===== config.mk =====
export PLATFORM = sky130hd
export DESIGN_NAME = dtw_seq_source_flat
export DESIGN_NICKNAME = d
export VERILOG_FILES = /design/src/rtl/dtw_seq_source_pkg.sv /design/src/rtl/dtw_seq_source_if.sv /design/src/rtl/dtw_seq_addr_gen.sv /design/src/rtl/dtw_seq_source.sv /design/src/flat_wrapper.sv
export SDC_FILE = /design/constraint.sdc
export NUM_CORES = 1
export LEC_CHECK = 0
export ABC_CLOCK_PERIOD_IN_PS = 2700
export CAP_MARGIN = 40
export CORE_MARGIN = 2
export CORE_UTILIZATION = 47
export CTS_CLUSTER_DIAMETER = 200
export CTS_CLUSTER_SIZE = 20
export DETAILED_ROUTE_END_ITERATION = 10
export HOLD_SLACK_MARGIN = 0.06
export PLACE_DENSITY_LB_ADDON = 0.08
export SYNTH_ARGS = -nofsm -noshare
export SYNTH_HDL_FRONTEND = slang
export SYNTH_SLANG_ARGS = --single-unit

===== constraint.sdc =====
create_clock -name i_clk -period 2.7 [get_ports i_clk]
set_input_delay 0.405 -clock i_clk [delete_from_list [all_inputs] [get_ports i_clk]]
set_output_delay 0.405 -clock i_clk [all_outputs]
set_load 0.02 [all_outputs]

===== src/rtl/dtw_seq_source_pkg.sv =====
// rtl/dtw_seq_source_pkg.sv - shared DTW constants and sequence-source FSM encoding
package dtw_seq_source_pkg;

  localparam int DTW_SEQ_LEN = 20;
  localparam int DTW_ADDR_W  = 10;
  localparam int DTW_DATA_W  = 32;

  typedef enum logic [2:0] {
    IDLE,
    FETCH,
    WAIT_RDY,
    GAP,
    DONE
  } seq_state_t;

  // Bits needed for a counter that must reach the larger of two terminal values.
  function automatic int cnt_width(input int a, input int b);
    int m;
    m = (a > b) ? a : b;
    return (m < 1) ? 1 : $clog2(m + 1);
  endfunction

endpackage


===== src/rtl/dtw_seq_source_if.sv =====
// rtl/dtw_seq_source_if.sv - memory read bus and DTW sequence stream bundle
interface dtw_seq_source_if
  import dtw_seq_source_pkg::*;
#(
  parameter int ADDR_W = DTW_ADDR_W,
  parameter int DATA_W = DTW_DATA_W
);

  logic [ADDR_W-1:0] o_mem_addr;
  logic              o_mem_CS;
  logic              o_mem_WR;
  logic [DATA_W-1:0] i_mem_data;
  logic [DATA_W-1:0] o_dtw_in;
  logic              o_dtw_valid;
  logic              i_dtw_ready;

  modport master (
    output o_mem_addr, o_mem_CS, o_mem_WR, o_dtw_in, o_dtw_valid,
    input  i_mem_data, i_dtw_ready
  );

  modport slave (
    input  o_mem_addr, o_mem_CS, o_mem_WR, o_dtw_in, o_dtw_valid,
    output i_mem_data, i_dtw_ready
  );

endinterface


===== src/rtl/dtw_seq_addr_gen.sv =====
// rtl/dtw_seq_addr_gen.sv - base latch, sequence/word counters and wrapping address adder
module dtw_seq_addr_gen #(
  parameter int SEQ_LEN = 20,
  parameter int ADDR_W  = 10
) (
  input  logic              i_clk,
  input  logic              i_rst,
  input  logic              i_load,
  input  logic [ADDR_W-1:0] i_base,
  input  logic [3:0]        i_num,
  input  logic              i_word_clr,
  input  logic              i_word_inc,
  input  logic              i_seq_next,
  output logic [ADDR_W-1:0] o_addr,
  output logic              o_last_seq
);

  localparam int WORD_W = (SEQ_LEN < 2) ? 1 : $clog2(SEQ_LEN);
  localparam logic [ADDR_W-1:0] SEQ_STEP = ADDR_W'(SEQ_LEN);

  logic [ADDR_W-1:0] seq_base;
  logic [WORD_W-1:0] word;
  logic [3:0]        seq_left;

  always_ff @(posedge i_clk) begin
    if (i_rst) begin
      seq_base <= '0;
      seq_left <= '0;
      word     <= '0;
    end else begin
      if (i_load) begin
        seq_base <= i_base;
        seq_left <= i_num;
      end else if (i_seq_next) begin
        seq_base <= seq_base + SEQ_STEP;
        seq_left <= seq_left - 4'd1;
      end
      if (i_word_clr) begin
        word <= '0;
      end else if (i_word_inc) begin
        word <= word + WORD_W'(1);
      end
    end
  end

  // Address arithmetic is naturally modulo 2^ADDR_W.
  assign o_addr     = seq_base + ADDR_W'(word);
  assign o_last_seq = (seq_left == 4'd1);

endmodule


===== src/rtl/dtw_seq_source.sv =====
// rtl/dtw_seq_source.sv - fetches fixed-length sequences from memory and streams them to a DTW core
module dtw_seq_source
  import dtw_seq_source_pkg::*;
#(
  parameter int SEQ_LEN = DTW_SEQ_LEN,
  parameter int GAP_CYC = 10,
  parameter int ADDR_W  = DTW_ADDR_W,
  parameter int DATA_W  = DTW_DATA_W
) (
  input  logic              i_clk,
  input  logic              i_rst,
  input  logic              i_start,
  input  logic [ADDR_W-1:0] i_base_addr,
  input  logic [3:0]        i_num_seq,
  output logic              o_busy,
  output logic              o_done,
  dtw_seq_source_if.master  bus
);

  localparam int CNT_W = cnt_width(SEQ_LEN + 1, GAP_CYC);
  localparam logic [CNT_W-1:0] C_WORD_LAST  = CNT_W'(SEQ_LEN - 1);
  localparam logic [CNT_W-1:0] C_CS_LAST    = CNT_W'(SEQ_LEN);
  localparam logic [CNT_W-1:0] C_FETCH_LAST = CNT_W'(SEQ_LEN + 1);
  localparam logic [CNT_W-1:0] C_GAP_LAST   = CNT_W'(GAP_CYC - 1);

  seq_state_t        state;
  logic [CNT_W-1:0]  cnt;
  logic              cs_n;
  logic              dtw_valid;
  logic [DATA_W-1:0] dtw_data;
  logic              busy;
  logic              done;
  logic              last_seq;
  logic [ADDR_W-1:0] addr;

  dtw_seq_addr_gen #(
    .SEQ_LEN (SEQ_LEN),
    .ADDR_W  (ADDR_W)
  ) u_addr_gen (
    .i_clk      (i_clk),
    .i_rst      (i_rst),
    .i_load     ((state == IDLE) && i_start),
    .i_base     (i_base_addr),
    .i_num      (i_num_seq),
    .i_word_clr (state != FETCH),
    .i_word_inc ((state == FETCH) && (cnt < C_WORD_LAST)),
    .i_seq_next ((state == WAIT_RDY) && bus.i_dtw_ready && !last_seq),
    .o_addr     (addr),
    .o_last_seq (last_seq)
  );

  always_ff @(posedge i_clk) begin
    if (i_rst) begin
      state     <= IDLE;
      cnt       <= '0;
      cs_n      <= 1'b1;
      dtw_valid <= 1'b0;
      dtw_data  <= '0;
      busy      <= 1'b0;
      done      <= 1'b0;
    end else begin
      dtw_valid <= 1'b0;
      dtw_data  <= '0;
      case (state)
        IDLE: begin
          if (i_start) begin
            cnt <= '0;
            if (i_num_seq != 4'd0) begin
              state <= FETCH;
              cs_n  <= 1'b0;
              busy  <= 1'b1;
            end else begin
              state <= DONE;
              done  <= 1'b1;
            end
          end
        end
        FETCH: begin
          cnt <= cnt + CNT_W'(1);
          if (cnt == C_CS_LAST) cs_n <= 1'b1;
          // Memory returns word k one cycle after its address, so capture in cycles 1..SEQ_LEN.
          if ((cnt != '0) && (cnt <= C_CS_LAST)) begin
            dtw_valid <= 1'b1;
            dtw_data  <= bus.i_mem_data;
          end
          if (cnt == C_FETCH_LAST) begin
            state <= WAIT_RDY;
            cnt   <= '0;
          end
        end
        WAIT_RDY: begin
          if (bus.i_dtw_ready) begin
            if (last_seq) begin
              state <= DONE;
              done  <= 1'b1;
              busy  <= 1'b0;
            end else begin
              state <= GAP;
              cnt   <= '0;
            end
          end
        end
        GAP: begin
          cnt <= cnt + CNT_W'(1);
          if (cnt == C_GAP_LAST) begin
            state <= FETCH;
            cnt   <= '0;
            cs_n  <= 1'b0;
          end
        end
        DONE: begin
          done  <= 1'b0;
          state <= IDLE;
        end
        default: state <= IDLE;
      endcase
    end
  end

  assign bus.o_mem_addr  = addr;
  assign bus.o_mem_CS    = cs_n;
  assign bus.o_mem_WR    = 1'b0;
  assign bus.o_dtw_in    = dtw_data;
  assign bus.o_dtw_valid = dtw_valid;
  assign o_busy          = busy;
  assign o_done          = done;

endmodule


===== src/flat_wrapper.sv =====
// flat-port wrapper written by rule: the top's interface ports become plain ports
module dtw_seq_source_flat import dtw_seq_source_pkg::*;
#(
  parameter int SEQ_LEN = DTW_SEQ_LEN,
  parameter int GAP_CYC = 10,
  parameter int ADDR_W  = DTW_ADDR_W,
  parameter int DATA_W  = DTW_DATA_W
)
  (i_clk, i_rst, i_start, i_base_addr, i_num_seq, o_busy, o_done, bus_o_mem_addr, bus_o_mem_CS, bus_o_mem_WR, bus_o_dtw_in, bus_o_dtw_valid, bus_i_mem_data, bus_i_dtw_ready);
  dtw_seq_source_if #(.ADDR_W(ADDR_W), .DATA_W(DATA_W)) bus_i ();
  input  logic i_clk;
  input  logic i_rst;
  input  logic i_start;
  input  logic [ADDR_W-1:0] i_base_addr;
  input  logic [3:0] i_num_seq;
  output logic o_busy;
  output logic o_done;
  output wire logic [$bits(bus_i.o_mem_addr)-1:0] bus_o_mem_addr;
  output wire logic [$bits(bus_i.o_mem_CS)-1:0] bus_o_mem_CS;
  output wire logic [$bits(bus_i.o_mem_WR)-1:0] bus_o_mem_WR;
  output wire logic [$bits(bus_i.o_dtw_in)-1:0] bus_o_dtw_in;
  output wire logic [$bits(bus_i.o_dtw_valid)-1:0] bus_o_dtw_valid;
  input wire logic [$bits(bus_i.i_mem_data)-1:0] bus_i_mem_data;
  input wire logic [$bits(bus_i.i_dtw_ready)-1:0] bus_i_dtw_ready;
  assign bus_o_mem_addr = bus_i.o_mem_addr;
  assign bus_o_mem_CS = bus_i.o_mem_CS;
  assign bus_o_mem_WR = bus_i.o_mem_WR;
  assign bus_o_dtw_in = bus_i.o_dtw_in;
  assign bus_o_dtw_valid = bus_i.o_dtw_valid;
  assign bus_i.i_mem_data = bus_i_mem_data;
  assign bus_i.i_dtw_ready = bus_i_dtw_ready;
  dtw_seq_source #(.SEQ_LEN(SEQ_LEN), .GAP_CYC(GAP_CYC), .ADDR_W(ADDR_W), .DATA_W(DATA_W)) u_core (.i_clk(i_clk), .i_rst(i_rst), .i_start(i_start), .i_base_addr(i_base_addr), .i_num_seq(i_num_seq), .o_busy(o_busy), .o_done(o_done), .bus(bus_i));
endmodule

==> reports/metrics.csv <==
stage,metric,value,unit
sta,Final setup viols,0,
floorplan,Die Area,7200,sq um
final_layout,Final Cell Area,4260,sq um
power,Leak,1.59,nW
detailed_routing,DR WL/cell,13.9,um
power,Pwr Density,530,nW/um^2
floorplan,row cnt,29,
worst_setup_path,CP Capture Type,output port,
sta,Fin Hold WS,0.466,ns
cts,# hold bufs at CTS,0,
final_layout,Final #Nets,485,
worst_setup_path,Reg-to-Reg Start,u_core.state[1],
sta,Final Cycle Share,95.6,%
global_routing,initial antenna violation count,0,
global_routing,number of global-route vias before repair,2487,
placement,dpl cell area,4050,sq um
worst_setup_path,critical path arrival,2.18,ns
sta,Final Hold Vio Count,0,
detailed_routing,drt first pass iters,4,
sta,Final Max Slew Viols,0,
global_routing,remaining global-route overflow,0,
yosys,Syn Std Cell Area,3070,sq um
worst_setup_path,Reg2Reg Depth,4,
sta,RSZ-0062 raised after global routing,no,
worst_setup_path,CP max FO,2,
job,Max Cap Violations,0,
detailed_routing,via count,2615,
worst_setup_path,critical-path cell list,ha_1 -> fa_2 -> buf_4 -> a21o_1 -> a211oi_1 -> nor2_1 -> dlygate4sd2_1,
worst_setup_path,reg2reg end,u_core.u_addr_gen.seq_left[0],
yosys,synth top area cells,"dfxtp_1 (41%), and2_1 (6.5%), ha_1 (4.9%)",
cts,CTS tree,built,
sta,fmax,387,MHz
yosys,Syn Area/Cell,9.34,sq um
yosys,async set or reset register ratio after synthesis,0,%
worst_setup_path,WP data required,2.30,ns
detailed_routing,Detail Route Antenna Nets,0,
power,total power,2.26,mW
placement,port buffer count,95,
detailed_routing,drt initial violations,72,
sta,Slew @ Worst Pin,0.613,ns
worst_setup_path,Critical Path Max Stage Delay,0.37,ns
cts,Skew-Pair Late Insertion Delay,0.34,ns
cts,Post-CTS Resized,15,
power,Peak supply drop,0.308,mV
final_layout,ANT cells,0,
detailed_routing,drt drc,0,
worst_setup_path,Critical Path Start Type,flip-flop,
cts,maximum root-to-sink buffer count,2,
global_routing,largest net degree at the start of global routing,34,
cts,CTS H-tree depth,3,
placement,Final GP Congestion,0.822,
status,status,"finished, final reports clean",
yosys,top cell type's share of synthesized area,41.0,%
worst_setup_path,critical path capture point,bus_o_mem_addr[4],
yosys,syn nets,392,
detailed_routing,DR vias/cell,5.19,
power,Gate power share,16.0,%
placement,dpl hpwl,5090,um
floorplan,Die X,84.9,um
power,P_int,1.68,mW
worst_setup_path,R2R Setup Slk,0.81,ns
cts,# Post-CTS Setup Buffers,0,
final_layout,Synth-to-Final Area Change,38.7,%
power,power share of the sequential group,44.6,%
yosys,Cells after Synth,329,
yosys,register area share after synthesis,41.0,%
detailed_routing,WL final,6980,um
sta,final setup skew,0.0141,ns
yosys,commonest cells in the netlist,"dfxtp_1 (63), and2_1 (32), nor2_1 (24), a21oi_1 (17)",
power,Sw Ratio,25.8,%
floorplan,Initial Util,48.4,%
floorplan,Core Footprint,6350,sq um
global_routing,first-pass GRT wire length,11600,um
yosys,synth warn,0,
cts,CTS buffer count,9,
power,Net Sw Power,583,uW
yosys,Post-synth top flop,dfxtp_1,
final_layout,final core occ,67.2,%
worst_setup_path,Setup crit start,u_core.u_addr_gen.seq_base[0],
yosys,post-synth cell types,57,
final_layout,layout cell share with drive strength beyond 1,10.8,%
cts,Sink Count,63,
yosys,"count leader, synth",dfxtp_1,
cts,Worst-path clk slew,0.06,ns
global_routing,GRT Total Usage,19.9,%
min_path,HP Class,reg2reg,
yosys,cell accounting for the most synthesized area,dfxtp_1,
cts,Root Buffer,clkbuf_8,
worst_setup_path,"Slowest-stage cell, CP",fa_2,
yosys,Post-synth EDFFs,0,
power,share of total power in the clock network,39.4,%
sta,Slew HR,59.1,%
yosys,"flops & latches, synth",63,
worst_setup_path,critical path class,reg2out,
floorplan,Ports,97,
sta,crit path time final,2.58,ns
floorplan,Die H,84.9,um
[worst max-delay path: cells and delay by family (launching register included)]
kind | cells | cell delay [ns]
buffers and inverters | 2 | 0.47
AO/OA/AOI/OAI | 2 | 0.39
flip-flops | 1 | 0.31
AND/OR/NAND/NOR | 1 | 0.06
adder cells (fa/ha/maj) | 2 | 0.61
[metal layers]
metal  track usage (%)  share of wire, %  routed length [um]  vias to the layer above
met3              4.09               4.2                 293                       15
met5                 0                 0                   0                        -
li1                  -                 -                   -                     1337
met2              35.1                51                3540                       68
met1              23.3                43                2970                     1195
met4              9.24               2.5                 176                        0
[sequential cells by signal, indices dropped and copies added (netlist names)]
register / flops
u_core.o_busy: 1
u_core.state: 3
u_core.bus.o_dtw_valid: 1
u_core.bus.o_mem_CS: 1
u_core.bus.o_dtw_in: 32
u_core.u_addr_gen.word: 5
u_core.o_done: 1
u_core.u_addr_gen.seq_left: 4
u_core.cnt: 5
u_core.u_addr_gen.seq_base: 10
[worst min path at each step]
stage                                        from                       endpoint  slack (ns)  depth (start not counted)
floorplan           u_core.u_addr_gen.seq_base[0]  u_core.u_addr_gen.seq_base[0]        0.44                          2
global placement    u_core.u_addr_gen.seq_base[0]  u_core.u_addr_gen.seq_base[0]        0.45                          2
detailed placement  u_core.u_addr_gen.seq_base[0]  u_core.u_addr_gen.seq_base[0]        0.46                          2
CTS                 u_core.u_addr_gen.seq_base[0]  u_core.u_addr_gen.seq_base[0]        0.47                          2
global route        u_core.u_addr_gen.seq_base[0]  u_core.u_addr_gen.seq_base[0]        0.49                          2
finish              u_core.u_addr_gen.seq_base[0]  u_core.u_addr_gen.seq_base[0]        0.47                          2
[power by group through the flow]
| stage | combinational (mW) | sequential (mW) | clock [mW] |
|---|---|---|---|
| after floorplan | 0.202 | 1.03 | 0 |
| after global placement | 0.366 | 1.03 | 0 |
| after detailed placement | 0.371 | 1.03 | 0 |
| after CTS | 0.367 | 1.01 | 0.908 |
| after global routing | 0.395 | 1.01 | 0.947 |
| final | 0.362 | 1.01 | 0.890 |
[placed cells by master (no fill, tap or decap), drive strengths merged, types with 3 or more instances in the layout]
cell           count
nand2             16
nand4b             3
clkbuf            10
nand3              7
nor3              11
o21ai             13
and2              32
a211oi            17
a21oi             17
clkinv             3
nor2              24
clkdlybuf4s50     89
buf               13
nor4               6
nor2b              5
or4b               3
inv               11
nor3b              9
xnor2             16
or3                3
dlygate4sd2        3
nand2b             4
ha                12
dfxtp             63
a21o               3
[logic make-up after synthesis]
logic type                 Yosys count  synth area share (%)
AOI/OAI and AO/OA                   67                  14.5
xor gates and xnor gates            18                  5.13
adders and majority gates           13                  5.54
buffers and inverters               34                  6.27
DFF                                 63                  41.0
muxes                                1                 0.326
other                                1                 0.122
and+or+nand+nor                    132                  27.1
[metrics by stage]
stage          setup WS [ns]  cells  setup TNS (ns)
3_5_place_dp        -0.00358    488        -0.00358
4_1_cts              0.00691    504               0
3_3_place_gp          0.0332    488               0
6_report               0.119    504               0
2_1_floorplan          0.504    329               0
5_1_grt               0.0363    504               0
[cell type report]
class	instances	area, sq um
tap	77	96.3
clock inverter	6	83.8
fill	524	2090
multi-input combinational	232	1640
clock buffer	10	128
inverter	10	37.5
sequential	63	1260
timing repair buffer	106	1020
Power figures use the tool's default switching activity.
